[config.mk]
export PLATFORM = sky130hd
export DESIGN_NAME = holy_clint_flat
export DESIGN_NICKNAME = d
export VERILOG_FILES = /design/src/rtl/holy_clint_if.sv /design/src/rtl/holy_clint.sv /design/src/flat_wrapper.sv
export SDC_FILE = /design/constraint.sdc
export NUM_CORES = 1
export LEC_CHECK = 0
export CAP_MARGIN = 10
export CORE_UTILIZATION = 62
export DETAILED_ROUTE_END_ITERATION = 7
export PLACE_DENSITY = 0.93
export SLEW_MARGIN = 20
export SYNTH_ARGS = -nofsm -noshare
export SYNTH_HDL_FRONTEND = slang
export SYNTH_SLANG_ARGS = --single-unit
[constraint.sdc]
create_clock -name clk -period 6.13 [get_ports clk]
set_input_delay 0.613 -clock clk [delete_from_list [all_inputs] [get_ports clk]]
set_output_delay 0.613 -clock clk [all_outputs]
set_load 0.01 [all_outputs]
[src/rtl/holy_clint_if.sv]
// holy_clint_if: AXI-Lite bus bundle between the core's uncached data path and the CLINT
interface axi_lite_if;
    logic [31:0] awaddr;
    logic        awvalid;
    logic        awready;
    logic [31:0] wdata;
    logic [3:0]  wstrb;
    logic        wvalid;
    logic        wready;
    logic [1:0]  bresp;
    logic        bvalid;
    logic        bready;
    logic [31:0] araddr;
    logic        arvalid;
    logic        arready;
    logic [31:0] rdata;
    logic [1:0]  rresp;
    logic        rvalid;
    logic        rready;
    modport slave (
        input  awaddr, awvalid, wdata, wstrb, wvalid, bready, araddr, arvalid, rready,
        output awready, wready, bresp, bvalid, arready, rdata, rresp, rvalid
    );
    modport master (
        output awaddr, awvalid, wdata, wstrb, wvalid, bready, araddr, arvalid, rready,
        input  awready, wready, bresp, bvalid, arready, rdata, rresp, rvalid
    );
endinterface

[src/rtl/holy_clint.sv]
// holy_clint: AXI-Lite core-local interruptor with mtime, mtimecmp and msip
module holy_clint #(
    parameter int unsigned TICK_DIV  = 1,
    parameter logic [31:0] ADDR_MASK = 32'h0000_FFFF
) (
    input  logic      clk,
    input  logic      rst,
    axi_lite_if.slave axi_lite,
    output logic      timer_irq,
    output logic      soft_irq
);
    typedef enum logic {W_IDLE, W_RESP} w_state_e;
    typedef enum logic {R_IDLE, R_DATA} r_state_e;
    localparam logic [13:0] A_MSIP = 14'h0000;
    localparam logic [13:0] A_CMPL = 14'h1000;
    localparam logic [13:0] A_CMPH = 14'h1001;
    localparam logic [13:0] A_TIML = 14'h2FFE;
    localparam logic [13:0] A_TIMH = 14'h2FFF;
    localparam int PW = (TICK_DIV > 1) ? $clog2(TICK_DIV) : 1;
    localparam logic [PW-1:0] P_LAST = PW'(TICK_DIV - 1);

    function automatic logic [31:0] merge(input logic [31:0] old_v, input logic [31:0] new_v, input logic [3:0] strb);
        logic [31:0] r;
        for (int i = 0; i < 4; i++) r[8*i +: 8] = strb[i] ? new_v[8*i +: 8] : old_v[8*i +: 8];
        return r;
    endfunction

    function automatic logic mapped(input logic [13:0] idx);
        return idx == A_MSIP || idx == A_CMPL || idx == A_CMPH || idx == A_TIML || idx == A_TIMH;
    endfunction

    w_state_e      w_state_q, w_state_d;
    r_state_e      r_state_q, r_state_d;
    logic          aw_q, aw_d, w_q, w_d;
    logic [13:0]   waddr_q, waddr_d;
    logic [31:0]   wdata_q, wdata_d;
    logic [3:0]    wstrb_q, wstrb_d;
    logic [1:0]    bresp_q, bresp_d;
    logic [31:0]   rdata_q, rdata_d;
    logic [1:0]    rresp_q, rresp_d;
    logic [PW-1:0] presc_q, presc_d;
    logic [63:0]   mtime_q, mtime_d, cmp_q, cmp_d;
    logic          msip_q, msip_d;
    logic          timer_irq_q, soft_irq_q;
    logic          aw_hs, w_hs, do_wr, tick;
    logic [13:0]   wr_idx, rd_idx;
    logic [31:0]   wr_data, rd_val;
    logic [3:0]    wr_strb;
    logic          unused_addr;

    assign unused_addr = ^{axi_lite.awaddr[31:16], axi_lite.awaddr[1:0], axi_lite.araddr[31:16], axi_lite.araddr[1:0]};
    assign timer_irq = timer_irq_q;
    assign soft_irq  = soft_irq_q;

    // Write channel: independent AW/W capture, apply once both are held, then respond
    always_comb begin
        axi_lite.awready = w_state_q == W_IDLE && !aw_q;
        axi_lite.wready  = w_state_q == W_IDLE && !w_q;
        axi_lite.bvalid  = w_state_q == W_RESP;
        axi_lite.bresp   = bresp_q;
        aw_hs   = axi_lite.awvalid && w_state_q == W_IDLE && !aw_q;
        w_hs    = axi_lite.wvalid && w_state_q == W_IDLE && !w_q;
        wr_idx  = aw_q ? waddr_q : axi_lite.awaddr[15:2] & ADDR_MASK[15:2];
        wr_data = w_q ? wdata_q : axi_lite.wdata;
        wr_strb = w_q ? wstrb_q : axi_lite.wstrb;
        do_wr   = w_state_q == W_IDLE && (aw_q || aw_hs) && (w_q || w_hs);
        w_state_d = w_state_q;
        aw_d    = aw_q || aw_hs;
        w_d     = w_q || w_hs;
        waddr_d = aw_hs ? wr_idx : waddr_q;
        wdata_d = w_hs ? axi_lite.wdata : wdata_q;
        wstrb_d = w_hs ? axi_lite.wstrb : wstrb_q;
        bresp_d = bresp_q;
        if (do_wr) begin
            w_state_d = W_RESP;
            bresp_d   = mapped(wr_idx) ? 2'b00 : 2'b10;
        end else if (w_state_q == W_RESP && axi_lite.bready) begin
            w_state_d = W_IDLE;
            aw_d      = 1'b0;
            w_d       = 1'b0;
        end
    end

    // Read channel: snapshot register contents at the AR edge and hold until rready
    always_comb begin
        rd_idx = axi_lite.araddr[15:2] & ADDR_MASK[15:2];
        rd_val = rd_idx == A_MSIP ? {31'b0, msip_q} :
                 rd_idx == A_CMPL ? cmp_q[31:0] :
                 rd_idx == A_CMPH ? cmp_q[63:32] :
                 rd_idx == A_TIML ? mtime_q[31:0] :
                 rd_idx == A_TIMH ? mtime_q[63:32] : 32'h0;
        axi_lite.arready = r_state_q == R_IDLE;
        axi_lite.rvalid  = r_state_q == R_DATA;
        axi_lite.rdata   = rdata_q;
        axi_lite.rresp   = rresp_q;
        r_state_d = r_state_q;
        rdata_d   = rdata_q;
        rresp_d   = rresp_q;
        if (r_state_q == R_IDLE && axi_lite.arvalid) begin
            r_state_d = R_DATA;
            rdata_d   = rd_val;
            rresp_d   = mapped(rd_idx) ? 2'b00 : 2'b10;
        end else if (r_state_q == R_DATA && axi_lite.rready) begin
            r_state_d = R_IDLE;
        end
    end

    // Timer and register next state; an mtime write overrides that cycle's increment
    always_comb begin
        tick    = presc_q == P_LAST;
        presc_d = tick ? '0 : presc_q + 1'b1;
        mtime_d = tick ? mtime_q + 64'd1 : mtime_q;
        cmp_d   = cmp_q;
        msip_d  = msip_q;
        if (do_wr) begin
            if (wr_idx == A_MSIP && wr_strb[0]) msip_d = wr_data[0];
            if (wr_idx == A_CMPL) cmp_d[31:0] = merge(cmp_q[31:0], wr_data, wr_strb);
            if (wr_idx == A_CMPH) cmp_d[63:32] = merge(cmp_q[63:32], wr_data, wr_strb);
            if (wr_idx == A_TIML) mtime_d = {mtime_q[63:32], merge(mtime_q[31:0], wr_data, wr_strb)};
            if (wr_idx == A_TIMH) mtime_d = {merge(mtime_q[63:32], wr_data, wr_strb), mtime_q[31:0]};
        end
    end

    // State registers; reset discards any half-captured write and drops responses
    always_ff @(posedge clk) begin
        if (rst) begin
            w_state_q   <= W_IDLE;
            r_state_q   <= R_IDLE;
            aw_q        <= 1'b0;
            w_q         <= 1'b0;
            waddr_q     <= '0;
            wdata_q     <= '0;
            wstrb_q     <= '0;
            bresp_q     <= 2'b00;
            rdata_q     <= '0;
            rresp_q     <= 2'b00;
            presc_q     <= '0;
            mtime_q     <= '0;
            cmp_q       <= '1;
            msip_q      <= 1'b0;
            timer_irq_q <= 1'b0;
            soft_irq_q  <= 1'b0;
        end else begin
            w_state_q   <= w_state_d;
            r_state_q   <= r_state_d;
            aw_q        <= aw_d;
            w_q         <= w_d;
            waddr_q     <= waddr_d;
            wdata_q     <= wdata_d;
            wstrb_q     <= wstrb_d;
            bresp_q     <= bresp_d;
            rdata_q     <= rdata_d;
            rresp_q     <= rresp_d;
            presc_q     <= presc_d;
            mtime_q     <= mtime_d;
            cmp_q       <= cmp_d;
            msip_q      <= msip_d;
            timer_irq_q <= mtime_q >= cmp_q;
            soft_irq_q  <= msip_q;
        end
    end
endmodule

[src/flat_wrapper.sv]
// flat-port wrapper written by rule: the top's interface ports become plain ports
module holy_clint_flat 
#(
    parameter int unsigned TICK_DIV  = 1,
    parameter logic [31:0] ADDR_MASK = 32'h0000_FFFF
)
  (clk, rst, timer_irq, soft_irq, axi_lite_awaddr, axi_lite_awvalid, axi_lite_wdata, axi_lite_wstrb, axi_lite_wvalid, axi_lite_bready, axi_lite_araddr, axi_lite_arvalid, axi_lite_rready, axi_lite_awready, axi_lite_wready, axi_lite_bresp, axi_lite_bvalid, axi_lite_arready, axi_lite_rdata, axi_lite_rresp, axi_lite_rvalid);
  axi_lite_if axi_lite_i ();
  input  logic clk;
  input  logic rst;
  output logic timer_irq;
  output logic soft_irq;
  input wire logic [$bits(axi_lite_i.awaddr)-1:0] axi_lite_awaddr;
  input wire logic [$bits(axi_lite_i.awvalid)-1:0] axi_lite_awvalid;
  input wire logic [$bits(axi_lite_i.wdata)-1:0] axi_lite_wdata;
  input wire logic [$bits(axi_lite_i.wstrb)-1:0] axi_lite_wstrb;
  input wire logic [$bits(axi_lite_i.wvalid)-1:0] axi_lite_wvalid;
  input wire logic [$bits(axi_lite_i.bready)-1:0] axi_lite_bready;
  input wire logic [$bits(axi_lite_i.araddr)-1:0] axi_lite_araddr;
  input wire logic [$bits(axi_lite_i.arvalid)-1:0] axi_lite_arvalid;
  input wire logic [$bits(axi_lite_i.rready)-1:0] axi_lite_rready;
  output wire logic [$bits(axi_lite_i.awready)-1:0] axi_lite_awready;
  output wire logic [$bits(axi_lite_i.wready)-1:0] axi_lite_wready;
  output wire logic [$bits(axi_lite_i.bresp)-1:0] axi_lite_bresp;
  output wire logic [$bits(axi_lite_i.bvalid)-1:0] axi_lite_bvalid;
  output wire logic [$bits(axi_lite_i.arready)-1:0] axi_lite_arready;
  output wire logic [$bits(axi_lite_i.rdata)-1:0] axi_lite_rdata;
  output wire logic [$bits(axi_lite_i.rresp)-1:0] axi_lite_rresp;
  output wire logic [$bits(axi_lite_i.rvalid)-1:0] axi_lite_rvalid;
  assign axi_lite_i.awaddr = axi_lite_awaddr;
  assign axi_lite_i.awvalid = axi_lite_awvalid;
  assign axi_lite_i.wdata = axi_lite_wdata;
  assign axi_lite_i.wstrb = axi_lite_wstrb;
  assign axi_lite_i.wvalid = axi_lite_wvalid;
  assign axi_lite_i.bready = axi_lite_bready;
  assign axi_lite_i.araddr = axi_lite_araddr;
  assign axi_lite_i.arvalid = axi_lite_arvalid;
  assign axi_lite_i.rready = axi_lite_rready;
  assign axi_lite_awready = axi_lite_i.awready;
  assign axi_lite_wready = axi_lite_i.wready;
  assign axi_lite_bresp = axi_lite_i.bresp;
  assign axi_lite_bvalid = axi_lite_i.bvalid;
  assign axi_lite_arready = axi_lite_i.arready;
  assign axi_lite_rdata = axi_lite_i.rdata;
  assign axi_lite_rresp = axi_lite_i.rresp;
  assign axi_lite_rvalid = axi_lite_i.rvalid;
  holy_clint #(.TICK_DIV(TICK_DIV), .ADDR_MASK(ADDR_MASK)) u_core (.clk(clk), .rst(rst), .axi_lite(axi_lite_i), .timer_irq(timer_irq), .soft_irq(soft_irq));
endmodule
==> impl_metrics.py <==
metrics = {
    "run_status": {
        "status": "complete, no violations",
    },
    "global_routing": {
        "grt_usage": 0.3494,
        "grt_pass1_vias": 11800,
        "antenna_found_initial": 0,
        "met1_usage": 0.4483,
        "grt_pass1_wl_um": 60490,
        "gr-max-usage-layer": "met2",
        "gr-total-overflow": 0,
        "grt_max_degree": 136,
        "use_met2": 0.5593,
        "use_met3": 0.08281,
    },
    "logic_synthesis": {
        "yosys-top-cells-area": "dfxtp_1 34%, mux2i_1 11%, ha_1 6.3%",
        "synth_top_area_cell": "dfxtp_1",
        "yosysMostFrequentCell": "dfxtp_1",
        "synth-seq-area-share": 0.3405,
        "synth_warnings": 0,
        "synthTopCellsByCount": "220 x dfxtp_1, 192 x nor2_1, 177 x nand2_1",
        "synth_area_um2": 12930,
        "synthArstFlopShare": 0,
        "synthCells": 1571,
        "avgSynthCellArea_um2": 8.234,
        "synth_top_area_share": 0.3405,
        "synth-seq-cells": 220,
        "synth_cell_types": 80,
        "synth_edf_count": 0,
        "ys.flop_type": "dfxtp_1",
    },
    "setup_path": {
        "rrSetupSlack_ns": 3.04,
        "r2r-start": "u_core.mtime_q[2]",
        "critPathLaunchType": "input port",
        "path_max_fanout": 36,
        "cp_data_required_time_ns": 6.57,
        "worst_ep_arrival_time_ns": 3.56,
        "r2r-end": "u_core.mtime_q[57]",
        "cp-end-kind": "flip-flop",
        "criticalPathCategory": "input port to flip-flop",
        "r2r_cells": 6,
    },
    "finish": {
        "drive_gt1_frac": 0.07052,
        "n_antenna_cell": 0,
        "stdcell_area_um2": 14810,
        "n_fill_cell": 1498,
        "syn2layout_area_growth_pct": 14.47,
        "nNetsFinal": 1800,
    },
    "die": {
        "initial_core_util": 0.6352,
        "core_um2": 20360,
        "die_y_um": 146.4,
        "row_count": 52,
        "die_w_um": 146.4,
        "die_area_um2": 21440,
        "io_pins": 150,
    },
    "timing": {
        "layout_min_cycle_time_ns": 3.120,
        "tns_ns": 0,
        "skew_ns": 0.01466,
        "timing.final.ws_setup_ns": 3.010,
        "hold_violations": 0,
        "setup-violations-final": 0,
        "worst_slew_pin_slew_ns": 1.073,
        "maxSlewHeadroom": 0.2847,
        "rsz0062_at_grt": "false",
        "hold_slack_ns": 0.4522,
        "max_freq_mhz": 320.5,
        "finalMaxSlewViolations": 0,
        "finalCritPeriodShare": 0.5090,
    },
    "pwr": {
        "ir_drop_v": 0.0002794,
        "power_density_nw_per_um2": 223.7,
        "total_power_mw": 3.313,
        "p_leak_nw": 6.156,
    },
    "drt": {
        "wl_per_cell_um": 20.12,
        "drt_pre_antenna_iters": 6,
        "wirelength_um": 38530,
        "vias_per_cell": 6.577,
        "postRouteAntennaNets": 0,
        "route.detailed.drc": 0,
        "route.vias.total": 12590,
        "dr.first_iter.drc_count": 1695,
    },
    "cts": {
        "cts_tree": "built",
        "postCtsResizedCells": 0,
        "worstSkewPairLatency_ns": 0.53,
        "cts_sinks": 220,
        "numCtsBuffers": 24,
        "cts_hold_buf": 0,
        "post-cts-setup-buffer-count": 0,
        "htree_num_levels": 1,
        "root_buffer": "clkbuf_16",
        "cts.clk_slew.worst_paths_ns": 0.07,
        "cts_max_path_buffers": 3,
    },
    "place": {
        "portBuffers": 111,
        "dpl_cell_area_um2": 14060,
        "dp_hpwl_um": 26980,
        "post-place-ws_ns": 2.541,
        "gp_congestion": 0.9629,
    },
    "worst_hold_path": {
        "hold_depth": 2,
        "hold_path_end": "u_core.wdata_q[20]",
        "hold_path_startpoint": "u_core.wdata_q[20]",
        "hp-class": "flip-flop to flip-flop",
    },
    "job": {
        "drv_cap": 0,
    },
}
placed cells by master (no fill, tap or decap), types with 6 or more instances in the layout:
cell type / n
a21oi_1: 116
mux2i_1: 143
clkbuf_16: 25
clkinv_2: 7
a211o_1: 7
a211oi_1: 18
nand3_1: 30
buf_4: 9
nor3_1: 33
inv_1: 82
dfxtp_1: 219
and3_1: 9
ha_1: 65
nor4_1: 27
a31oi_1: 12
nand4_1: 44
a21o_1: 15
o221ai_1: 33
nand2_1: 176
o21ai_0: 60
nor2_1: 192
and4_1: 15
nor2b_1: 9
nor2_2: 8
or3_1: 11
or4_1: 6
clkdlybuf4s50_1: 109
nand4b_1: 6
mux2_2: 31
sequential cells by signal, indices dropped and copies added, names as in the netlist, 4 cells and up:
| name | count |
|---|---|
| u_core.mtime_q | 64 |
| u_core.wstrb_q | 4 |
| u_core.cmp_q | 64 |
| u_core.wdata_q | 32 |
| u_core.axi_lite.rdata | 32 |
| u_core.waddr_q | 14 |
power by group:
part	switching (mW)	total [mW]	internal [mW]
Sequential	0.0307	1.51	1.47
Clock	0.617	1.39	0.772
Combinational	0.249	0.419	0.170
worst max-delay path by stage:
stage	startpoint	end	cells after the start
final	axi_lite_wvalid	u_core.mtime_q[13]	8
after detailed placement	axi_lite_awaddr[14]	u_core.mtime_q[11]	8
after CTS	axi_lite_awaddr[14]	u_core.mtime_q[11]	8
after global placement	axi_lite_awaddr[14]	u_core.mtime_q[12]	8
after floorplan	axi_lite_awaddr[14]	u_core.mtime_q[18]	9
after global routing	axi_lite_wvalid	u_core.mtime_q[13]	8
metal layers:
| layer | vias up | share of wire |
|---|---|---|
| met1 | 5902 | 0.40 |
| met3 | 116 | 0.12 |
| met5 | - | 0 |
| met4 | 0 | 0.037 |
| li1 | 5822 | - |
| met2 | 754 | 0.45 |
critical path, stage by stage:
cell and delay [ns]:
clkdlybuf4s50_1 0.44, o21bai_1 0.18, or2_1 0.44, a211o_2 0.69, buf_4 0.40, nor2_1 0.15
or3_1 0.37, a221oi_1 0.25
metrics by stage:
| step | cells | util |
|---|---|---|
| 2_1_floorplan | 1573 | - |
| 3_3_place_gp | 1872 | 0.6905 |
| 3_5_place_dp | 1872 | 0.6906 |
| 4_1_cts | 1915 | 0.7269 |
| 5_1_grt | 1915 | 0.7271 |
| 6_report | 1915 | 0.7271 |
final cells by class:
type                            instances  area [um2]  share of cell area
Clock inverter                         11       66.31            0.004479
Multi-Input combinational cell       1180        7836              0.5292
Sequential cell                       220        4405              0.2975
Tap cell                              270       337.8             0.02282
Timing Repair Buffer                  120        1181             0.07977
Clock buffer                           32       671.9             0.04538
Inverter                               82       307.8             0.02079
cells by family (layout without fill, tap and decap cells):
logic type      after synthesis  after routing  synth area share
other cells                   1              3         0.0002899
compound gates              331            331            0.1706
simple gates                602            602            0.2286
buf+inv                     173            245           0.05543
mux                         178            178            0.1410
flops                       220            220            0.3405
fa+ha+maj                    65             65           0.06287
xor+xnor                      1              1         0.0006772
Power figures use the tool's default switching activity.
